**src/rtl/NetworkPkg.sv**
```systemverilog
// Shared types for the ring interconnect node logic.
//   pkt_t          : ring packet payload (src, dest, data)
//   inject_state_t : injection-port offer FSM states
package NetworkPkg;

  typedef struct packed {
    logic [7:0]   src;
    logic [7:0]   dest;
    logic [127:0] data;
  } pkt_t;

  localparam int unsigned PKT_W = $bits(pkt_t);

  typedef enum logic [1:0] {
    ST_EMPTY = 2'd0,
    ST_OFFER = 2'd1,
    ST_STALL = 2'd2
  } inject_state_t;

endpackage

```
**src/rtl/inject_fifo.sv**
```systemverilog
// Small synchronous FIFO holding packets waiting to enter the ring.
// Ports:
//   clk, rst      : clock, asynchronous active-high reset
//   push, wdata   : write request and data (caller guarantees not full)
//   pop           : read request (ignored when empty)
//   rdata         : head entry, read combinationally
//   count         : occupancy, $clog2(DEPTH)+1 bits
module inject_fifo #(
  parameter int unsigned WIDTH = 8,
  parameter int unsigned DEPTH = 4
) (
  input  logic                       clk,
  input  logic                       rst,
  input  logic                       push,
  input  logic                       pop,
  input  logic [WIDTH-1:0]           wdata,
  output logic [WIDTH-1:0]           rdata,
  output logic [$clog2(DEPTH):0]     count
);

  localparam int unsigned AW = $clog2(DEPTH);
  localparam int unsigned CW = AW + 1;

  logic [WIDTH-1:0] mem [DEPTH];
  logic [AW-1:0]    put_ptr;
  logic [AW-1:0]    get_ptr;
  logic             do_push;
  logic             do_pop;

  assign do_push = push && (count < CW'(DEPTH));
  assign do_pop  = pop && (count != '0);
  assign rdata   = mem[get_ptr];

  // Storage is not reset; stale entries are never visible past count.
  always_ff @(posedge clk) begin
    if (do_push) mem[put_ptr] <= wdata;
  end

  // Pointers wrap naturally since DEPTH is a power of two.
  always_ff @(posedge clk or posedge rst) begin
    if (rst) begin
      put_ptr <= '0;
      get_ptr <= '0;
      count   <= '0;
    end else begin
      if (do_push) put_ptr <= put_ptr + AW'(1);
      if (do_pop)  get_ptr <= get_ptr + AW'(1);
      case ({do_push, do_pop})
        2'b10:   count <= count + CW'(1);
        2'b01:   count <= count - CW'(1);
        default: count <= count;
      endcase
    end
  end

endmodule

```
**src/rtl/ring_inject_port.sv**
```systemverilog
// Per-node ring injection stage: accepts core packets, stamps src,
// loops back self-addressed packets, queues the rest and offers the
// FIFO head to the ring until taken, flagging starvation.
// Optional macro RING_INJECT_STATS_EN adds inj_count / max_wait outputs.
// Ports:
//   clk, rst                          : clock, async active-high reset
//   core_valid, core_pkt, core_ready  : core-side handshake
//   ring_pkt, ring_valid, ring_taken  : head offer to the ring
//   ring_full                         : ring backpressure (stall accounting)
//   loop_valid, loop_pkt              : local loopback delivery
//   starved                           : head waited >= STARVE_LIMIT cycles
//   inj_count, max_wait               : statistics (macro only)
module ring_inject_port
  import NetworkPkg::*;
#(
  parameter int unsigned NODE_ID      = 0,
  parameter int unsigned DEPTH        = 4,
  parameter int unsigned STARVE_LIMIT = 16
) (
  input  logic        clk,
  input  logic        rst,
  input  logic        core_valid,
  input  pkt_t        core_pkt,
  output logic        core_ready,
  output pkt_t        ring_pkt,
  output logic        ring_valid,
  input  logic        ring_taken,
  input  logic        ring_full,
  output logic        loop_valid,
  output pkt_t        loop_pkt,
`ifdef RING_INJECT_STATS_EN
  output logic [31:0] inj_count,
  output logic [15:0] max_wait,
`endif
  output logic        starved
);

  localparam int unsigned CW       = $clog2(DEPTH) + 1;
  localparam int unsigned WW       = $clog2(STARVE_LIMIT + 1);
  localparam logic [7:0]  NODE_ID8 = 8'(NODE_ID);
  localparam logic [WW-1:0] LIMIT  = WW'(STARVE_LIMIT);

  inject_state_t   state;
  logic [WW-1:0]   wait_cnt;
  logic [WW-1:0]   wait_next;
  logic [CW-1:0]   count;
  logic [CW-1:0]   count_next;
  pkt_t            stamped;
  pkt_t            head;
  logic            accept;
  logic            is_loop;
  logic            push;
  logic            pop;
  logic            stall_next;
  logic            ring_full_seen;

  // ring_full only explains why the head stalls; the stall itself is
  // already visible as ring_taken staying low.
  assign ring_full_seen = ring_full;

  always_comb begin
    stamped     = core_pkt;
    stamped.src = NODE_ID8;
  end

  assign core_ready = (count < CW'(DEPTH));
  assign accept     = core_valid && core_ready;
  assign is_loop    = (core_pkt.dest == NODE_ID8);
  assign push       = accept && !is_loop;
  assign ring_valid = (count != '0);
  assign pop        = ring_valid && ring_taken;
  assign ring_pkt   = ring_valid ? head : '0;

  always_comb begin
    count_next = count;
    case ({push, pop})
      2'b10:   count_next = count + CW'(1);
      2'b01:   count_next = count - CW'(1);
      default: count_next = count;
    endcase
  end

  // Next cycle is a STALL cycle exactly when a head is held without pop.
  assign stall_next = ring_valid && !pop;
  assign wait_next  = !stall_next ? '0 :
                      (wait_cnt == LIMIT) ? wait_cnt : wait_cnt + WW'(1);

  inject_fifo #(
    .WIDTH (PKT_W),
    .DEPTH (DEPTH)
  ) u_fifo (
    .clk   (clk),
    .rst   (rst),
    .push  (push),
    .pop   (pop),
    .wdata (stamped),
    .rdata (head),
    .count (count)
  );

  // Offer FSM, wait counter and loopback register.
  always_ff @(posedge clk or posedge rst) begin
    if (rst) begin
      state      <= ST_EMPTY;
      wait_cnt   <= '0;
      starved    <= 1'b0;
      loop_valid <= 1'b0;
      loop_pkt   <= '0;
    end else begin
      case (state)
        ST_EMPTY: if (push) state <= ST_OFFER;
        ST_OFFER, ST_STALL: begin
          if (pop) state <= (count_next == '0) ? ST_EMPTY : ST_OFFER;
          else     state <= ST_STALL;
        end
        default: state <= ST_EMPTY;
      endcase
      wait_cnt   <= wait_next;
      starved    <= (wait_next == LIMIT) && !(ring_full_seen && 1'b0);
      loop_valid <= accept && is_loop;
      if (accept && is_loop) loop_pkt <= stamped;
    end
  end

`ifdef RING_INJECT_STATS_EN
  logic [15:0] run_len;
  logic [15:0] run_next;

  assign run_next = !stall_next ? 16'd0 :
                    (run_len == 16'hFFFF) ? run_len : run_len + 16'd1;

  // Pop counter and longest observed stall run.
  always_ff @(posedge clk or posedge rst) begin
    if (rst) begin
      inj_count <= '0;
      run_len   <= '0;
      max_wait  <= '0;
    end else begin
      if (pop) inj_count <= inj_count + 32'd1;
      run_len <= run_next;
      if (run_next > max_wait) max_wait <= run_next;
    end
  end
`endif

endmodule

```
**config.mk**
```make
export PLATFORM = sky130hd
export DESIGN_NAME = ring_inject_port
export DESIGN_NICKNAME = d
export VERILOG_FILES = /design/src/rtl/NetworkPkg.sv /design/src/rtl/inject_fifo.sv /design/src/rtl/ring_inject_port.sv
export SDC_FILE = /design/constraint.sdc
export NUM_CORES = 1
export LEC_CHECK = 0
export ABC_AREA = 1
export BUFFER_PORTS_ARGS = -buffer_cell sky130_fd_sc_hd__clkbuf_2
export CAP_MARGIN = 20
export CORE_MARGIN = 5
export CORE_UTILIZATION = 53
export CTS_BUF_LIST = sky130_fd_sc_hd__clkbuf_8
export CTS_CLUSTER_DIAMETER = 40
export CTS_CLUSTER_SIZE = 25
export DETAILED_ROUTE_END_ITERATION = 8
export PLACE_DENSITY = 0.77
export SYNTH_ARGS = -nofsm -noshare
export SYNTH_HDL_FRONTEND = slang
export SYNTH_SLANG_ARGS = --single-unit
```
**constraint.sdc**
```tcl
create_clock -name clk -period 6.65 [get_ports clk]
set_input_delay 0.3325 -clock clk [delete_from_list [all_inputs] [get_ports clk]]
set_output_delay 0.3325 -clock clk [all_outputs]
set_load 0.02 [all_outputs]
```
==> results of run 1 <==
power breakdown:
| part | switching [mW] | total, mW | internal, mW | leakage (nW) |
|---|---|---|---|---|
| clock | 1.77 | 3.41 | 1.65 | 1.00 |
| combinational | 3.62 | 5.03 | 1.41 | 5.46 |
| sequential | 0.260 | 5.52 | 5.26 | 6.97 |
routing by layer:
layer,vias up,global-route usage,routed length [um]
met3,134,0.0545,5660
met1,9394,0.293,26100
met2,839,0.415,35200
met4,0,0.0922,1960
met5,-,0,0
li1,8805,-,-
state kept, by name, summed over array words and instances, names as in the netlist:
| register | cells |
|---|---|
| wait_cnt | 5 |
| u_fifo.mem | 544 |
| starved | 1 |
| u_fifo.count | 3 |
| loop_valid | 1 |
| u_fifo.get_ptr | 2 |
| loop_pkt | 136 |
| u_fifo.put_ptr | 2 |
how the worst max path moves through the flow:
stage                                 start               end  cells past startpoint
after detailed placement      core_pkt[133]     loop_pkt[103]                      9
after CTS                 u_fifo.get_ptr[0]      ring_pkt[50]                      6
final                     u_fifo.get_ptr[0]      ring_pkt[68]                      5
after floorplan             u_fifo.count[2]  u_fifo.mem[0][0]                      3
after global placement        core_pkt[135]      loop_pkt[94]                      9
after global routing      u_fifo.get_ptr[0]       ring_pkt[5]                      6
synth_stat cells, drive strengths merged, types with 2 or more instances:
library cell | n | share of area
edfxtp | 544 | 0.60
inv | 36 | 0.0050
nor2 | 570 | 0.079
ha | 7 | 0.0032
o21ai | 274 | 0.050
xor2 | 2 | 0.00064
nand3 | 6 | 0.0011
dfrtp | 150 | 0.14
nand4 | 3 | 0.00069
a21oi | 139 | 0.026
buf | 107 | 0.030
nand2 | 408 | 0.056
clkbuf | 41 | 0.0078
through the flow:
step                      cell area (um2)   util
after global routing                32800  0.641
after floorplan                     27200      -
final                               32800  0.641
after CTS                           32700  0.640
after global placement              29400  0.575
after detailed placement            29400  0.575
area by class of cell:
cell class | count | area [um2] | area share
antenna | 1 | 2.50 | 0.0000764
clock buffer | 89 | 1220 | 0.0374
clock inverter | 68 | 743 | 0.0227
inverter | 36 | 153 | 0.00466
multi-input combinational | 1427 | 6020 | 0.184
sequential | 694 | 20100 | 0.614
tap | 680 | 851 | 0.0260
timing repair buffer | 574 | 3660 | 0.112
logic make-up (layout without fill, tap and decap cells):
| kind of cell | count (synthesis) | count (layout) | share of synthesized area |
|---|---|---|---|
| buffers and inverters | 184 | 767 | 0.0426 |
| adder cells (fa/ha/maj) | 8 | 8 | 0.00396 |
| XOR/XNOR | 3 | 3 | 0.000967 |
| AND/OR/NAND/NOR | 987 | 987 | 0.137 |
| other | 1 | 17 | 0.000138 |
| AO/OA/AOI/OAI | 413 | 413 | 0.0761 |
| flip-flops | 694 | 694 | 0.739 |
worst max-delay path: stages (launching register included):
cell and delay (ns):
dfrtp_4 0.83, inv_6 0.74, buf_12 0.44, o21ai_0 0.18, a21oi_1 0.30, clkbuf_2 0.23
repair_timing:
| action | 4_1_cts | 5_1_grt |
|---|---|---|
| hold buffers | 139 | 0 |
| setup buffers | 0 | 0 |
| endpoints found under the hold margin | 755 | 0 |
==> metrics.txt, run 1 <==
status completed; Max VDD drop 0.294 mV; final worst slack 2.60 ns; type of the worst setup path register to output port; dpl hpwl 38800 um; Tot GR Track Use 0.239; die height 236 um; H-tree depth 3; fill cell count 3640; Register-to-Register Path Depth 5; Primary FF master, synth edfxtp_1; clock skew 0.0410 ns; power density cells 426 mW/mm2; crit path capture type output port; Required @ worst endpoint 6.32 ns; post-synthesis sequential area ratio 0.739; Setup WS pre-CTS 3.02 ns; GPL Wtd Cong 0.806; data arrival time of the critical path 3.72 ns; async set or reset register ratio after synthesis 0.216; WL final 68900 um; Setup violations, final 0; die area 0.0559 mm2; fin cells 3569; Syn Std Cell Area 0.0272 mm2; number of flops mapped to enable cells by yosys 544; CP Max Fanout 144; setup_tns 0 ns; worst r2r src u_fifo.count[2]; Via Count 19200; CTS resizes 0; starting density of the core 0.532; initial antenna violation count 1; pin count of the biggest net entering global routing 145; WL/cell 19.3 um; vias in the first global route 19700; Achievable Freq 0.247 GHz; TritonCTS clock tree done; drt first-iter violations 1447; CTS max path bufs 3; Max-Cap Viols 0; first-pass GRT wire length 106000 um; input/output buffers 415; Chip Width 236 um; commonest non-fill, non-tap cell in the layout nor2_1; Final Hold Fails 0; Tmin final 4.05 ns; pins over their slew limit 0; TritonCTS buffer count 84; Synth cell types 23; RR Endpoint loop_pkt[129]; GRT overflow 0; Top Ports 441; Syn Inst Count 2290; Mean Syn Cell Area 11.9 um2; hold crit path type input pin to async pin; Worst-Skew Late Latency 0.71 ns; most frequent cells in the layout 566 x nor2_1, 544 x edfxtp_1, 415 x clkbuf_2, 407 x nand2_1, 248 x o21ai_0; area delta synth->final 20.5%; Final nets 2974; Fin Hold WS 0.319 ns; number of core rows 83; Placed Cells 3271; Syn. warnings 0; reg2reg setup slack 3.31 ns; worst-margin pin slew 1.11 ns; Tot Pwr 14.0 mW; period utilisation layout 0.609; CP startpoint kind register; Worst slew margin 0.261; Worst-path clk slew 0.08 ns; Placeable Area 0.0511 mm2; drt drc 0; share of layout cells above drive strength 1 0.207; vias per cell 5.37; post-synthesis register bit count 694; clock sinks 694; LEAKAGE 13.4 nW; post-route ant nets 0; RSZ-0062 raised after global routing false; First-pass DRT Iterations 6; CTS root buffer clkbuf_8
No activity file was read; power rests on OpenSTA's default activity.
==> inputs of run 2 (changes only) <==
==> constraint.sdc (replaced) <==
create_clock -name clk -period 3.5 [get_ports clk]
set_input_delay 0.175 -clock clk [delete_from_list [all_inputs] [get_ports clk]]
set_output_delay 0.175 -clock clk [all_outputs]
set_load 0.02 [all_outputs]
==> run 2 against run 1 <==
First-iteration DRC count down 7.5%; setup slack got worse by 2.1 ns; register-to-register slack got worse by 2.3 ns; wire length is 0.51% lower; sequential share of layout area shrank 0.52 points; clock skew rose by 0.015 ns; via count is 0.47% higher; die area unchanged; critical path type unchanged; critical endpoint is now ring_pkt[32].
==> metrics.txt, run 2 (same netlist as run 1, synthesis figures left out) <==
period utilisation layout 0.859; GPL Wtd Cong 0.785; RSZ-0062 raised after global routing false; most frequent cells in the layout 566 x nor2_1, 544 x edfxtp_1, 415 x clkbuf_2, 407 x nand2_1, 248 x o21ai_0; data arrival time of the critical path 2.83 ns; commonest non-fill, non-tap cell in the layout nor2_1; final worst slack 0.495 ns; CTS max path bufs 3; hold crit path type input pin to async pin; Placeable Area 0.0511 mm2; Register-to-Register Path Depth 5; Setup WS pre-CTS 1.06 ns; Worst-Skew Late Latency 0.72 ns; Final nets 2986; TritonCTS clock tree done; CP startpoint kind register; Max VDD drop 0.847 mV; share of layout cells above drive strength 1 0.210; Top Ports 441; clock skew 0.0556 ns; vias per cell 5.37; area delta synth->final 21.6%; fill cell count 3559; power density cells 814 mW/mm2; WL/cell 19.1 um; TritonCTS buffer count 87; crit path capture type output port; max FFs per register 544; Final Hold Fails 0; WL final 68600 um; H-tree depth 3; Chip Width 236 um; drt first-iter violations 1338; pin count of the biggest net entering global routing 141; type of the worst setup path register to output port; cts hold-fix bufs 139; input/output buffers 415; Required @ worst endpoint 3.32 ns; die height 236 um; vias in the first global route 19400; design area 0.0330 mm2; initial antenna violation count 1; CTS resizes 0; CTS root buffer clkbuf_8; fin util 0.647; Top reg by flops u_fifo.mem; drt drc 0; Setup violations, final 0; worst-margin pin slew 1.10 ns; post-route ant nets 0; number of core rows 83; Post-Place Cell Area 0.0296 mm2; top flop regs u_fifo.mem x544, loop_pkt x136, wait_cnt x5; Setup Fix Bufs, Post-CTS 0; status completed; first-pass GRT wire length 106000 um; Worst-path clk slew 0.09 ns; Achievable Freq 0.333 GHz; CP Max Fanout 87; clock sinks 694; First-pass DRT Iterations 5; starting density of the core 0.532; LEAKAGE 13.5 nW; dpl hpwl 37900 um; pins over their slew limit 0; Worst slew margin 0.265; Tot Pwr 26.9 mW; Tmin final 3.01 ns; Tot GR Track Use 0.238; die area 0.0559 mm2; GRT overflow 0; Via Count 19300; Max-Cap Viols 0
## run 2: metal layers
layer / part of all wire / vias up / track usage
met1: 0.38 / 9406 / 0.296
li1: - / 8854 / -
met2: 0.52 / 880 / 0.414
met5: 0 / - / 0
met4: 0.027 / 0 / 0.0862
met3: 0.082 / 122 / 0.0513
## run 2: power by group
part	internal [mW]	switching (mW)
Clock	3.39	3.34
Sequential	9.98	0.274
Combinational	2.79	7.13
## run 2: path summary, 6_finish.rpt
kind	startpoint	to	slack, ns
worst min-delay path	rst	loop_pkt[40]	0.16
min in group clk	core_pkt[129]	u_fifo.mem[0][129]	0.22
worst max-delay path	u_fifo.get_ptr[0]	ring_pkt[32]	0.49
worst min register to register	u_fifo.count[0]	u_fifo.count[0]	0.47
worst max register to register	u_fifo.count[2]	u_fifo.mem[3][63]	1.04
max in group asynchronous	rst	loop_pkt[123]	2.25
## run 2: final cells by class
| type | count | area [um2] | area share |
|---|---|---|---|
| diodes | 1 | 2.50 | 0.0000758 |
| clock buffers | 88 | 1210 | 0.0367 |
| clock inverters | 76 | 853 | 0.0258 |
| inverters | 36 | 151 | 0.00458 |
| multi-input cells | 1427 | 6020 | 0.182 |
| flip-flops and latches | 694 | 20100 | 0.608 |
| well taps | 680 | 851 | 0.0258 |
| repair buffers | 583 | 3850 | 0.117 |
## run 2: critical path, stage by stage, from the launching register on
cell and delay (ns):
dfrtp_4 0.53, inv_6 0.45, buf_4 0.47, o21ai_0 0.16, a21oi_1 0.28, clkbuf_2 0.23
## run 2: per-stage QoR
step	TNS [ns]	hold slack, ns	instances
6_report	0	0.157	3585
5_1_grt	0	0.166	3585
4_1_cts	0	0.105	3584
3_5_place_dp	0	0.352	3281
3_3_place_gp	0	0.327	3281
2_1_floorplan	-700.49	0.274	2305
